[src/rtl/alien_calc_input_pkg.sv]
// Shared types and constants for the alien calculator input stage and the
// downstream arithmetic/display stages.
package alien_calc_pkg;

  localparam int CALC_WIDTH              = 2;
  localparam int DEFAULT_WIDTH           = 5;
  localparam int DEFAULT_DEBOUNCE_CYCLES = 1_000_000;

  typedef enum logic [1:0] {
    ST_IDLE    = 2'd0,
    ST_PRESS   = 2'd1,
    ST_HELD    = 2'd2,
    ST_RELEASE = 2'd3
  } enter_state_e;

  typedef enum logic [CALC_WIDTH-1:0] {
    OP_ADD = 2'b00,
    OP_SUB = 2'b01,
    OP_MUL = 2'b10,
    OP_DIV = 2'b11
  } calc_op_e;

  // Debounce counter width; the clamp keeps the counter at least one bit wide.
  function automatic int cnt_width(input int cycles);
    return (cycles < 2) ? 1 : $clog2(cycles);
  endfunction

endpackage

[src/rtl/alien_calc_input_sync_2ff.sv]
// Two-flop synchronizer for a bus of independent asynchronous inputs.
module sync_2ff #(
  parameter int WIDTH = 1
) (
  input  logic             clk,
  input  logic             rst_n,
  input  logic [WIDTH-1:0] d,
  output logic [WIDTH-1:0] q
);

  logic [WIDTH-1:0] meta;

  always_ff @(posedge clk or negedge rst_n) begin
    if (!rst_n) begin
      meta <= '0;
      q    <= '0;
    end else begin
      meta <= d;
      q    <= meta;
    end
  end

endmodule

[src/rtl/alien_calc_input.sv]
// Synchronizes operand/opcode switches, debounces Enter, and on each clean
// press freezes the switches into output registers with a one-cycle valid.
module alien_calc_input
  import alien_calc_pkg::*;
#(
  parameter int DEBOUNCE_CYCLES = DEFAULT_DEBOUNCE_CYCLES,
  parameter int WIDTH           = DEFAULT_WIDTH
) (
  input  logic                  sys_clk,
  input  logic                  sys_rst_n,
  input  logic [WIDTH-1:0]      i_A,
  input  logic [WIDTH-1:0]      i_B,
  input  logic [CALC_WIDTH-1:0] i_Calc,
  input  logic                  i_Enter,
  input  logic                  i_Clear,
  output logic [WIDTH-1:0]      o_A,
  output logic [WIDTH-1:0]      o_B,
  output logic [CALC_WIDTH-1:0] o_Calc,
  output logic                  o_Valid,
  output logic                  o_Held
);

  localparam int SYNC_W = 2 * WIDTH + CALC_WIDTH + 2;
  localparam int CNT_W  = cnt_width(DEBOUNCE_CYCLES);
  localparam logic [CNT_W-1:0] CNT_ONE  = CNT_W'(1);
  localparam logic [CNT_W-1:0] CNT_LAST = CNT_W'(DEBOUNCE_CYCLES - 1);

  logic [SYNC_W-1:0]     raw_bus;
  logic [SYNC_W-1:0]     sync_bus;
  logic [WIDTH-1:0]      a_s;
  logic [WIDTH-1:0]      b_s;
  logic [CALC_WIDTH-1:0] calc_s;
  logic                  enter_s;
  logic                  clear_s;

  enter_state_e          state;
  logic [CNT_W-1:0]      cnt;
  logic                  capture;

  assign raw_bus = {i_Clear, i_Enter, i_Calc, i_B, i_A};

  sync_2ff #(
    .WIDTH(SYNC_W)
  ) u_sync (
    .clk  (sys_clk),
    .rst_n(sys_rst_n),
    .d    (raw_bus),
    .q    (sync_bus)
  );

  assign {clear_s, enter_s, calc_s, b_s, a_s} = sync_bus;

  assign capture = (state == ST_PRESS) && enter_s && (cnt == CNT_LAST);

  // Clear overrides the output registers but never the FSM, so a press that
  // coincides with Clear is still consumed and needs a release to re-arm.
  always_ff @(posedge sys_clk or negedge sys_rst_n) begin
    if (!sys_rst_n) begin
      state   <= ST_IDLE;
      cnt     <= '0;
      o_A     <= '0;
      o_B     <= '0;
      o_Calc  <= '0;
      o_Valid <= 1'b0;
      o_Held  <= 1'b0;
    end else begin
      case (state)
        ST_IDLE: begin
          if (enter_s) begin
            cnt   <= CNT_ONE;
            state <= ST_PRESS;
          end
        end
        ST_PRESS: begin
          if (!enter_s) begin
            cnt   <= '0;
            state <= ST_IDLE;
          end else if (cnt == CNT_LAST) begin
            cnt   <= '0;
            state <= ST_HELD;
          end else begin
            cnt <= cnt + CNT_ONE;
          end
        end
        ST_HELD: begin
          if (!enter_s) begin
            cnt   <= CNT_ONE;
            state <= ST_RELEASE;
          end
        end
        ST_RELEASE: begin
          if (enter_s) begin
            cnt   <= '0;
            state <= ST_HELD;
          end else if (cnt == CNT_LAST) begin
            cnt   <= '0;
            state <= ST_IDLE;
          end else begin
            cnt <= cnt + CNT_ONE;
          end
        end
        default: begin
          cnt   <= '0;
          state <= ST_IDLE;
        end
      endcase

      o_Valid <= 1'b0;
      if (clear_s) begin
        o_A    <= '0;
        o_B    <= '0;
        o_Calc <= '0;
        o_Held <= 1'b0;
      end else if (capture) begin
        o_A     <= a_s;
        o_B     <= b_s;
        o_Calc  <= calc_s;
        o_Held  <= 1'b1;
        o_Valid <= 1'b1;
      end
    end
  end

endmodule

[config.mk]
export PLATFORM = sky130hd
export DESIGN_NAME = alien_calc_input
export DESIGN_NICKNAME = d
export VERILOG_FILES = /design/src/rtl/alien_calc_input_pkg.sv /design/src/rtl/alien_calc_input_sync_2ff.sv /design/src/rtl/alien_calc_input.sv
export SDC_FILE = /design/constraint.sdc
export NUM_CORES = 1
export LEC_CHECK = 0
export ABC_AREA = 1
export CAP_MARGIN = 20
export CORE_MARGIN = 2
export CORE_UTILIZATION = 50
export DETAILED_ROUTE_END_ITERATION = 10
export PLACE_DENSITY = 0.75
export SYNTH_ARGS = -nofsm -noshare
export SYNTH_HDL_FRONTEND = slang
export SYNTH_SLANG_ARGS = --single-unit
[constraint.sdc]
create_clock -name sys_clk -period 1.5 [get_ports sys_clk]
set_clock_uncertainty 0.1 [all_clocks]
set_input_delay 0.225 -clock sys_clk [delete_from_list [all_inputs] [get_ports sys_clk]]
set_output_delay 0.225 -clock sys_clk [all_outputs]
set_load 0.01 [all_outputs]
==> out/qor.csv, run 1 <==
stage,metric,value,unit
floorplanning,die_y,78.2,µm
drt,routed_wl,6780,µm
clock_tree,cts-root-buf,clkbuf_8,
setup_path,cp-startpoint,cnt[9],
setup_path,cp_slowest_stage_delay,410,ps
clock_tree,cts_tree,yes,
global_routing,antenna_found_initial,0,
floorplanning,num_io_pins,30,
place,placed_area,3360,µm²
timing,fin_crit_sh,108,%
logic_synthesis,ys_async_sr_fraction,100,%
place,place.gp.congestion,0.909,
timing,finalHoldViolations,0,
drt,viasPerCell,5.21,
clock_tree,h-tree-depth,3,
outcome,violations,negative setup slack,
setup_path,r2r_slack,-120,ps
floorplanning,num_rows,27,
timing,fmax,616,MHz
cells_and_area,syn_to_final_growth,43.3,%
timing,setup_tns,-2680,ps
setup_path,r2r_cells,10,
logic_synthesis,syn_inst,298,
floorplanning,start_util,50.9,%
clock_tree,cts_buffers,9,
timing,drv_slew,0,
setup_path,worstSetupPathType,register to register,
setup_path,r2r-start,cnt[9],
setup_path,end_kind,register,
clock_tree,path_clk_slew,70,ps
timing,slew_headroom,77.9,%
global_routing,grt_usage,22.5,%
logic_synthesis,yosys_warnings,0,
logic_synthesis,synth_edf_count,0,
clock_tree,insertion_delay,340,ps
floorplanning,die_w,78.2,µm
logic_synthesis,syn_area,2750,µm²
timing,finalWorstSetupSlack,-124,ps
timing,setup_viol,34,
floorplanning,fp.coreArea,5410,µm²
clock_tree,cts_sinks,64,
setup_path,crit_fanout,8,
logic_synthesis,yosys_most_used_dff,dfrtp_1,
run,drv_cap,0,
setup_path,cp-start-kind,register,
drt,drc,0,
drt,first_pass_iters,6,
cells_and_area,drive_gt1_share,30.7,%
drt,final_antenna_net_count,0,
setup_path,cp_common_cell,nor2_1,
setup_path,critPathArrivalTime,1750,ps
place,io_buffer_count,29,
floorplanning,die_area,6120,µm²
setup_path,crit_chain,inv_2 -> nor2_1 -> nand2_1 -> nor2_4 -> buf_4 -> nand3_4 -> nand2_8 -> inv_8 -> nor2_8 -> nor2_1,
min_path,holdCritPathClass,input port to async pin,
timing,timing_worst_slew_pin_value,331,ps
setup_path,r2r-end,cnt[7],
timing,rsz0062_at_grt,yes,
cells_and_area,most-common-layout-cells,"nand2_1, dfrtp_1, buf_4, inv_1, nor2_1",
place,place_ws,-83.4,ps
cells_and_area,fin_nets,393,
pwr,powerDensity,1270,nW/µm²
cells_and_area,fin_area,3950,µm²
global_routing,grt_start_max_net_pins,55,
global_routing,grt_pass1_vias,2219,
global_routing,overflow,0,
pwr,leakage,0.00190,µW
clock_tree,cts_buffer_depth,2,
drt,wire_per_inst,15.0,µm
logic_synthesis,seq_area_frac_synth,58.2,%
timing,min_period,1620,ps
setup_path,cp_slowest_cell,dfrtp_1,
cells_and_area,insertedDiodeCount,0,
global_routing,grt_pass1_wl,10300,µm
logic_synthesis,synthesis.nets,315,
pwr,ir_drop,1260,µV
logic_synthesis,ys_types,30,
place,dp_hpwl,4120,µm
cells_and_area,final_common_cell,nand2_1,
drt,vias,2360,
setup_path,critPathRequiredTime,1630,ps
logic_synthesis,avgSynthCellArea,9.24,µm²
logic_synthesis,synth_seq_cells,64,
outcome,status,"complete, but fails checks",
drt,drtIter0Drc,170,
## how the worst max path moves through the flow
stage	endpoint	slack, ps	cells after the start
2_1_floorplan	o_A[0]	-10	9
3_3_place_gp	cnt[7]	-3	8
3_5_place_dp	cnt[7]	-80	8
4_1_cts	cnt[7]	-90	9
5_1_grt	cnt[7]	-190	9
6_report	cnt[7]	-120	10
## worst max-delay path, delay by kind of cell, from the launching register on
| kind | cells | cell delay [ps] |
|---|---|---|
| buffers and inverters | 3 | 260 |
| and+or+nand+nor | 7 | 740 |
| DFF | 1 | 410 |
## routing by layer
layer	vias up	GRT usage, %	part of all wire, %
li1	1106	-	-
met1	1099	29.5	40
met2	120	34.7	48
met3	35	5.86	7.6
met4	0	11.4	4.6
met5	-	0	0
## state kept, by name (all words and copies together), names as in the netlist, named ones only
| signal | flops |
|---|---|
| o_Calc | 2 |
| u_sync.meta | 14 |
| o_Valid | 1 |
| o_Held | 1 |
| u_sync.q | 14 |
| cnt | 20 |
| o_B | 5 |
| state | 1 |
| o_A | 5 |
## Yosys cell counts, drive strengths merged (2+ instances only)
master	number	area share (%)
a21oi	5	0.91
o21ai	4	0.73
nor2	34	6.2
dfrtp	64	58
xnor2	2	0.91
xor2	6	1.9
nand3	35	6.9
inv	30	4.3
a31oi	2	0.45
nand4	6	1.9
buf	5	1.7
o22ai	3	0.68
nand2	97	14
## power by group
group          internal [µW]  switching, µW  total (µW)
logic                    519            696        1210
clock network           1160            678        1830
registers               1850            127        1980
total                   3530           1500        5030
## final cells by class
type	instances	area (µm²)
inverter	30	128
clock inverter	6	115
multi-input combinational	200	1220
tap	72	90.1
timing repair buffer	71	654
sequential	64	1600
fill	367	1460
clock buffer	10	138
## through the flow
stage	cells	hold slack (ps)	utilization, %	total power [µW]
floorplan	298	-171	-	2520
finish	453	198	73.0	5030
CTS	449	185	70.5	4910
detailed placement	425	20.6	62.1	2990
global placement	425	20.4	62.1	2960
global route	453	203	73.0	5230
## cell families after synthesis
kind of cell	synth area share [%]
xor+xnor	2.82
buf+inv	5.95
simple gates	29.6
flops	58.2
fa+ha+maj	0.454
compound gates	3.04
## what timing repair did
| action | in CTS | in global routing |
|---|---|---|
| endpoints found under the setup margin | 44 | 35 |
| resized for setup | 44 | 29 |
| pin swaps | 21 | 19 |
| cloned | 2 | 0 |
| endpoints found under the hold margin | 21 | 0 |
| hold buffers | 1 | 0 |
| buffers inserted | 5 | 4 |
No activity file was read; power rests on OpenSTA's default activity.
==> inputs of run 2 (changes only) <==
--- a/config.mk
+++ b/config.mk
@@ -5,12 +5,11 @@
 export SDC_FILE = /design/constraint.sdc
 export NUM_CORES = 1
 export LEC_CHECK = 0
-export ABC_AREA = 1
 export CAP_MARGIN = 20
-export CORE_MARGIN = 2
+export CORE_MARGIN = 10
 export CORE_UTILIZATION = 50
 export DETAILED_ROUTE_END_ITERATION = 10
-export PLACE_DENSITY = 0.75
+export PLACE_DENSITY = 0.73
 export SYNTH_ARGS = -nofsm -noshare
 export SYNTH_HDL_FRONTEND = slang
 export SYNTH_SLANG_ARGS = --single-unit
==> constraint.sdc (replaced) <==
create_clock -name sys_clk -period 2.05 [get_ports sys_clk]
set_clock_uncertainty 0.1 [all_clocks]
set_input_delay 0.3075 -clock sys_clk [delete_from_list [all_inputs] [get_ports sys_clk]]
set_output_delay 0.3075 -clock sys_clk [all_outputs]
set_load 0.01 [all_outputs]
==> out/qor.csv, run 2 <==
stage,metric,value,unit,change
cells_and_area,multi_input_area,860,µm²,-29%
timing,setup_tns,0,ps,+2680 ps
setup_path,cp-start-kind,register,,
global_routing,antenna_found_initial,0,,unchanged
setup_path,r2r_slack,80,ps,+210 ps
clock_tree,cts_buffer_depth,2,,unchanged
cells_and_area,largest_register_ff_count,20,,unchanged
clock_tree,cts_tree,yes,,
place,io_buffer_count,29,,unchanged
floorplanning,fp.coreArea,4750,µm²,-12%
pwr,powerDensity,951,nW/µm²,-25%
cells_and_area,fin_nets,276,,-30%
cells_and_area,seq_area,1600,µm²,about the same
timing,finalHoldViolations,0,,unchanged
timing,drv_slew,0,,unchanged
logic_synthesis,synthTopCellsByArea,"dfrtp_1, mux2i_1, a31oi_1, nor2_1, nand2_1",,
setup_path,r2r-end,o_B[3],,
setup_path,cp_slowest_cell,dfrtp_1,,
global_routing,grt_usage,12.4,%,-10 points
cells_and_area,final_common_cell,dfrtp_1,,
setup_path,cp_slowest_stage_delay,380,ps,-30 ps
cells_and_area,insertedDiodeCount,0,,unchanged
cells_and_area,utilization,68.4,%,-4.6 points
cells_and_area,syn_to_final_growth,31.0,%,
outcome,status,finished clean,,
setup_path,r2r-start,cnt[17],,
timing,min_period,1970,ps,+345 ps
place,place.gp.congestion,0.860,,-5.3%
floorplanning,num_io_pins,30,,unchanged
place,dp_hpwl,3420,µm,-17%
drt,routed_wl,5130,µm,-24%
setup_path,cp_top_family,simple AND/OR/NAND/NOR gates,,
drt,viasPerCell,5.21,,about the same
cells_and_area,drive_gt1_share,18.9,%,-12 points
drt,final_antenna_net_count,0,,unchanged
logic_synthesis,synthTopCellsByCount,"dfrtp_1, nor2_1, nand2_1",,
clock_tree,cts_sinks,64,,unchanged
cells_and_area,largest-register,cnt,,
logic_synthesis,synth_seq_cells,64,,unchanged
drt,drtIter0Drc,74,,-56%
timing,timing_worst_slew_pin_value,470,ps,+138 ps
drt,vias,1725,,-27%
timing,slew_headroom,68.7,%,-9.2 points
pwr,ir_drop,608,µV,-52%
logic_synthesis,yosys_warnings,0,,unchanged
setup_path,critPathRequiredTime,2150,ps,+520 ps
logic_synthesis,syn_area,2480,µm²,-9.8%
logic_synthesis,yosysTopAreaCell,dfrtp_1,,
clock_tree,insertion_delay,340,ps,about the same
drt,first_pass_iters,4,,-2
logic_synthesis,avgSynthCellArea,12.2,µm²,+32%
setup_path,crit_chain,and3_1 -> nand4_1 -> nor4_4 -> buf_4 -> buf_12 -> mux2i_1 -> nor2_1,,
logic_synthesis,yosysMostFrequentCell,dfrtp_1,,
clock_tree,path_clk_slew,70,ps,about the same
global_routing,grt_pass1_wl,8050,µm,-22%
clock_tree,h-tree-depth,3,,unchanged
setup_path,critPathBufInv,2,,-1
timing,setup_viol,0,,-100%
global_routing,grt_start_max_net_pins,61,,+11%
clock_tree,cts-root-buf,clkbuf_8,,
cells_and_area,n_fill_cell,355,,-3.3%
logic_synthesis,ys_async_sr_fraction,100,%,unchanged
logic_synthesis,syn_inst,203,,-32%
setup_path,r2r_cells,7,,-3
setup_path,worstSetupPathType,register to register,,
logic_synthesis,synth_top_area_share,64.5,%,+6.3 points
timing,fin_crit_sh,96.0,%,-12 points
floorplanning,die_y,90.5,µm,+16%
clock_tree,cts_buffers,9,,unchanged
logic_synthesis,ys_types,39,,+30%
setup_path,critPathArrivalTime,2070,ps,+320 ps
drt,drc,0,,unchanged
drt,wire_per_inst,15.5,µm,+3.5%
floorplanning,die_w,90.5,µm,+16%
setup_path,crit_fanout,7,,-1
logic_synthesis,yosys_most_used_dff,dfrtp_1,,
setup_path,end_kind,register,,
cells_and_area,largestRegisters,"cnt (20), u_sync.meta (14), u_sync.q (14)",,
cells_and_area,most-common-layout-cells,"dfrtp_1, clkdlybuf4s50_1, nor2_1, buf_4, nand2_1",,
floorplanning,num_rows,25,,-7.4%
run,drv_cap,0,,unchanged
logic_synthesis,synth_edf_count,0,,unchanged
logic_synthesis,seq_area_frac_synth,64.5,%,+6.3 points
global_routing,overflow,0,,unchanged
timing,fmax,508,MHz,-18%
logic_synthesis,synthesis.nets,220,,-30%
floorplanning,start_util,52.3,%,+1.3 points
min_path,holdCritPathClass,input port to async pin,,
global_routing,grt_pass1_vias,1652,,-26%
floorplanning,die_area,8190,µm²,+34%
pwr,leakage,0.00141,µW,-25%
-- run 2: per-stage QoR --
stage	total power (µW)	hold slack (ps)	instance area, µm²	worst slack (ps)	cells
floorplan	1790	-88.1	2490	11.9	203
global placement	2020	33.3	2980	34.9	311
detailed placement	2030	37.0	2980	-47.1	311
CTS	3110	199	3190	-12.4	328
global route	3260	217	3250	-9.73	331
finish	3100	213	3250	81.1	331
-- run 2: what timing repair did --
item                                    4_1_cts  5_1_grt
endpoints found under the setup margin        6       24
pin swaps                                     1        3
hold endpoints to repair                     64        0
gates resized for setup                       0        5
cloned                                        0        1
hold buffers                                  1        0
buffers inserted                              0        2
-- run 2: power by group --
part | internal [µW] | switching (µW)
clock network | 592 | 471
logic | 270 | 362
registers | 1340 | 57.8
total | 2200 | 891
-- run 2: worst reg2reg max path: cells and delay by family (launching register included) --
family	cells	cell delay, ps
simple gates	4	830
flops	1	380
mux	1	220
buf+inv	2	310
-- run 2: cell families after synthesis --
logic type | synth area share, %
compound gates | 9.87
xor+xnor | 1.76
mux | 6.09
fa+ha+maj | 0.503
simple gates | 15.3
flops | 64.5
buf+inv | 2.06
-- run 2: layout make-up --
type,count,area share [%]
inverter,2,0.231
tap,67,2.58
sequential,64,49.3
clock buffer,11,4.34
clock inverter,5,1.73
multi-input combinational,130,26.4
timing repair buffer,52,15.5
-- run 2: routing by layer --
metal / vias to the layer above / share of wire (%) / wire [µm] / track usage (%)
met5: - / 0 / 0 / 0
met4: 0 / 2.2 / 115 / 6.76
met3: 12 / 4.0 / 206 / 4.49
met2: 46 / 48 / 2480 / 18.7
met1: 826 / 45 / 2330 / 15.1
li1: 841 / - / - / -
-- run 2: how the worst max path moves through the flow --
stage	cells after the start	to	slack (ps)	start
6_report	7	o_B[3]	80	cnt[17]
4_1_cts	7	o_B[3]	-10	cnt[1]
3_3_place_gp	6	o_Calc[0]	30	cnt[11]
3_5_place_dp	6	o_B[3]	-50	cnt[11]
2_1_floorplan	6	cnt[15]	10	cnt[4]
5_1_grt	5	register	-10	cnt[17]
